[src/rtl/cpu_ctrl_pkg.sv]
// Shared constants for the tiny RISC-V multi-cycle control sequencer.
// State encodings, reset NOP and counter widths.
package cpu_ctrl_pkg;

  typedef logic [2:0] state_t;

  localparam state_t ST_IDLE      = 3'd0;
  localparam state_t ST_FETCH     = 3'd1;
  localparam state_t ST_DECODE    = 3'd2;
  localparam state_t ST_EXECUTE   = 3'd3;
  localparam state_t ST_WRITEBACK = 3'd4;
  localparam state_t ST_HALT      = 3'd5;

  localparam logic [31:0] NOP_INSTR = 32'h0000_0013;

  localparam int EXEC_CNTW    = 4;
  localparam int TIMEOUT_CNTW = 8;
  localparam int SEQ_CNTW     =
    (EXEC_CNTW > TIMEOUT_CNTW) ? EXEC_CNTW : TIMEOUT_CNTW;

endpackage

[src/rtl/cpu_control_sequencer.sv]
// Multi-cycle control FSM: fetch over req/ready, decode, timed execute,
// and a single gated writeback cycle per instruction.
module cpu_control_sequencer #(
  parameter int EXEC_CYCLES   = 1,
  parameter int FETCH_TIMEOUT = 16,
  parameter int CNTW          = 32
) (
  input  logic            clock,
  input  logic            reset,
  input  logic            run,
  input  logic            halt_req,
  input  logic            imem_ready,
  input  logic [31:0]     imem_instr,
  input  logic            dec_writeenable,
  input  logic [1:0]      dec_pcfunc,
  output logic            imem_req,
  output logic [31:0]     instruction,
  output logic            rf_we,
  output logic            pc_update,
  output logic [1:0]      pcfunc_out,
  output logic            busy,
  output logic            halted,
  output logic            fault,
  output logic [CNTW-1:0] retired
);

  import cpu_ctrl_pkg::*;

  localparam logic [SEQ_CNTW-1:0] EXEC_LOAD =
    SEQ_CNTW'(EXEC_CYCLES - 1);
  localparam logic [SEQ_CNTW-1:0] TIMEOUT_LAST =
    SEQ_CNTW'(FETCH_TIMEOUT - 1);

  state_t              state_q, state_d;
  logic [SEQ_CNTW-1:0] cnt_q, cnt_d;
  logic [31:0]         instr_q, instr_d;
  logic                fault_q, fault_d;
  logic [CNTW-1:0]     retired_q, retired_d;

  logic in_wb;

  // One down/up counter serves both the fetch wait and execute window.
  always_comb begin
    state_d   = state_q;
    cnt_d     = cnt_q;
    instr_d   = instr_q;
    fault_d   = fault_q;
    retired_d = retired_q;
    unique case (state_q)
      ST_IDLE: begin
        if (halt_req) begin
          state_d = ST_HALT;
        end else if (run) begin
          state_d = ST_FETCH;
          cnt_d   = '0;
        end
      end
      ST_FETCH: begin
        if (imem_ready) begin
          instr_d = imem_instr;
          state_d = ST_DECODE;
        end else if (cnt_q == TIMEOUT_LAST) begin
          fault_d = 1'b1;
          state_d = ST_HALT;
        end else begin
          cnt_d = cnt_q + SEQ_CNTW'(1);
        end
      end
      ST_DECODE: begin
        state_d = ST_EXECUTE;
        cnt_d   = EXEC_LOAD;
      end
      ST_EXECUTE: begin
        if (cnt_q == '0) begin
          state_d = ST_WRITEBACK;
        end else begin
          cnt_d = cnt_q - SEQ_CNTW'(1);
        end
      end
      ST_WRITEBACK: begin
        retired_d = retired_q + CNTW'(1);
        cnt_d     = '0;
        if (halt_req) begin
          state_d = ST_HALT;
        end else if (run) begin
          state_d = ST_FETCH;
        end else begin
          state_d = ST_IDLE;
        end
      end
      ST_HALT: begin
        if (!halt_req && !run) begin
          state_d = ST_IDLE;
        end
      end
      default: begin
        state_d = ST_IDLE;
      end
    endcase
  end

  always_ff @(posedge clock or negedge reset) begin
    if (!reset) begin
      state_q   <= ST_IDLE;
      cnt_q     <= '0;
      instr_q   <= NOP_INSTR;
      fault_q   <= 1'b0;
      retired_q <= '0;
    end else begin
      state_q   <= state_d;
      cnt_q     <= cnt_d;
      instr_q   <= instr_d;
      fault_q   <= fault_d;
      retired_q <= retired_d;
    end
  end

  // Strobes decode the registered state, so reset clears them at once.
  assign in_wb       = (state_q == ST_WRITEBACK);
  assign imem_req    = (state_q == ST_FETCH);
  assign rf_we       = in_wb & dec_writeenable;
  assign pc_update   = in_wb;
  assign pcfunc_out  = in_wb ? dec_pcfunc : 2'b00;
  assign busy        = (state_q == ST_FETCH)
                     | (state_q == ST_DECODE)
                     | (state_q == ST_EXECUTE)
                     | in_wb;
  assign halted      = (state_q == ST_HALT);
  assign instruction = instr_q;
  assign fault       = fault_q;
  assign retired     = retired_q;

endmodule

[config.mk]
export PLATFORM = sky130hd
export DESIGN_NAME = cpu_control_sequencer
export DESIGN_NICKNAME = d
export VERILOG_FILES = /design/src/rtl/cpu_ctrl_pkg.sv /design/src/rtl/cpu_control_sequencer.sv
export SDC_FILE = /design/constraint.sdc
export NUM_CORES = 1
export LEC_CHECK = 0
export CELL_PAD_IN_SITES_DETAIL_PLACEMENT = 1
export CELL_PAD_IN_SITES_GLOBAL_PLACEMENT = 2
export CORE_ASPECT_RATIO = 1.1
export CORE_MARGIN = 2
export CORE_UTILIZATION = 25
export CTS_CLUSTER_SIZE = 24
export DETAILED_ROUTE_END_ITERATION = 8
export HOLD_SLACK_MARGIN = 0.15
export PLACE_DENSITY_LB_ADDON = 0.1
export SYNTH_ARGS = -nofsm -noshare
export SYNTH_HDL_FRONTEND = slang
export SYNTH_SLANG_ARGS = --single-unit
[constraint.sdc]
create_clock -name clock -period 2.7 [get_ports clock]
set_input_delay 0.54 -clock clock [delete_from_list [all_inputs] [get_ports clock]]
set_output_delay 0.54 -clock clock [all_outputs]
set_load 0.03 [all_outputs]
==> results of run 1 <==
## routing by layer
layer  up-vias  GRT usage
met3        14     0.0291
li1       1349          -
met2        64      0.216
met4         0     0.0680
met1      1412      0.173
met5         -          0
## metrics by stage
stage,cells,hold slack [ps],power [mW],worst slack (ps),cell area [µm²]
2_1_floorplan,310,244,3.53,293,3670
3_3_place_gp,611,452,4.60,296,5060
3_5_place_dp,611,457,4.65,217,5060
4_1_cts,626,248,5.78,42.0,5320
5_1_grt,626,268,6.04,65.8,5320
6_report,626,213,5.67,169,5320
## repair_timing
action | in CTS | in global routing
hold buffers | 0 | 0
endpoints found under the setup margin | 0 | 1
resized for setup | 0 | 1
## final cells by class
class / count / area share
repair buffers: 123 / 0.228
well taps: 192 / 0.0451
clock inverters: 2 / 0.00235
flip-flops and latches: 76 / 0.358
inverters: 4 / 0.00282
clock buffers: 13 / 0.0470
multi-input cells: 216 / 0.317
## synthesized netlist by cell type, drive strengths merged, types with 9 or more instances
master | number | area [µm²]
and3 | 10 | 62.6
nor2 | 13 | 58.8
buf | 10 | 58.8
mux2 | 34 | 383
nand4 | 9 | 56.3
a21oi | 9 | 45.0
nand3 | 14 | 82.6
xnor2 | 30 | 263
nand2 | 24 | 90.1
dfrtp | 73 | 1830
## where the power goes
group,total [mW],leakage [nW],internal [mW],switching (mW)
combinational,2.81,1.16,1.26,1.55
sequential,1.77,0.970,1.51,0.265
clock,1.09,0.126,0.642,0.450
## flip-flops by register name, summed over array words and instances (netlist names)
name	cells
fault	1
cnt_q	8
retired	32
state_q	3
instruction	32
## kinds of logic (layout without fill, tap and decap cells)
| family | count (synthesis) | after routing | synth area share |
|---|---|---|---|
| AO/OA/AOI/OAI | 40 | 40 | 0.0824 |
| XOR/XNOR | 36 | 36 | 0.0858 |
| adder cells (fa/ha/maj) | 6 | 6 | 0.0204 |
| buffers and inverters | 18 | 142 | 0.0245 |
| flip-flops | 76 | 76 | 0.519 |
| multiplexers | 35 | 35 | 0.107 |
| AND/OR/NAND/NOR | 99 | 99 | 0.161 |
## worst max-delay path by stage
stage                    start             to  cells past startpoint
floorplan           state_q[2]       cnt_q[6]                      9
detailed placement  state_q[2]       cnt_q[6]                      9
global route        state_q[2]       cnt_q[6]                      9
CTS                 state_q[0]      pc_update                      4
finish              state_q[0]  pcfunc_out[0]                      4
global placement    state_q[2]       cnt_q[6]                      9
==> run summary, run 1 <==
Met2 WL = 4800 µm
Fin util = 0.370
H-tree Lvls = 3
Max-cap violation count = 0
Final Max Tran Viols = 0
Cell family with most CP delay = buffers and inverters
Worst-Skew Late Latency = 340 ps
Layout fillers = 1573
Vias per inst = 4.54
DP Wirelength = 7390 µm
Commonest non-fill, non-tap cell in the layout = clkdlybuf4s50_1
DR top layer = met4
Final Cycle Share = 0.938
Clock skew = 7.70 ps
Max frequency = 395 MHz
Largest net degree at the start of global routing = 46
Slew margin rel. = 0.581
Crit path launch type = register
Post-synth EDFFs = 0
Req. time, crit path = 2160 ps
Peak VDD IR = 0.415 mV
Synthesized Nets = 356
Flop2flop setup slack = 220 ps
Starting density of the core = 0.255
Starting DRC count in detailed routing = 100
Core Rows = 46
CTS tree = yes
Commonest register cell after synthesis = dfrtp_1
CP Capture Type = output port
Die X = 120 µm
Largest fanout on the critical path = 10
Final wirelength = 9990 µm
GRT Util Overall = 0.136
Wl on met1 = 4540 µm
Io pins = 112
Fin nets = 476
First-pass GRT wire length = 16600 µm
Final global-route overflow total = 0
CTS Buf Count = 9
Hold/Removal Path Class = input pin to async pin
Final setup TNS = 0 ps
Flops & latches, synth = 76
Synth-to-Final Area Change = 44.8%
Storage cell area = 1910 µm²
Slowest library cell on the worst path = clkdlybuf4s50_1
Chip height = 131 µm
Worst-path clk slew = 50 ps
WL/cell = 16.0 µm
Clock sinks = 76
# setup viols final = 0
Ys Warns = 0
Vias = 2839
Die Area = 15700 µm²
Avg Cell Area, Syn = 11.9 µm²
Max incr delay on CP = 670 ps
Initial antenna violation count = 0
Ant. Diodes = 0
Vias in the first global route = 3062
Met3 Wirelength = 425 µm
Synth unique cells = 53
# Post-CTS Setup Buffers = 0
Reg2reg start = state_q[2]
Root Driver = clkbuf_16
Slew @ Worst Pin = 629 ps
CP arrival = 1990 ps
Area of the multi-input gates = 1690 µm²
Mapped cell area = 3670 µm²
Port buffer count = 111
Fin crit period = 2530 ps
Crit Path Category = register to output port
Sequential fraction of the synthesis area = 0.519
Total core area = 14400 µm²
Reg2Reg Depth = 9
Post-route ant nets = 0
Leak Pwr = 2.25 nW
DR DRC count = 0
DRT Pass-1 Iters = 3
Buffers & Inverters on Critical Path = 2
Outcome = finished clean
Share of cells above drive strength 1 = 0.173
Pwr/cell area = 1070 nW/µm²
Post-Syn Instances = 310
Post-synth ARST share = 1.00
Placer Congestion = 0.769
Critical-path cell list = buf_4 -> nor2_4 -> and3_1 -> clkdlybuf4s50_1
RSZ-0062 raised after global routing = no
Worst-case clock buffer depth = 2
Most frequent cells in the layout = clkdlybuf4s50_1 (109), dfrtp_1 (73), mux2_2 (33)
Fin. Hold Viols = 0
R2R Path End = cnt_q[6]
Power figures use the tool's default switching activity.
==> run 2: changes to the inputs <==
Settings changed: SLEW_MARGIN from default to 30.
==> results of run 2 <==
Final layout, timing and power as in run 1 (identical DEF).
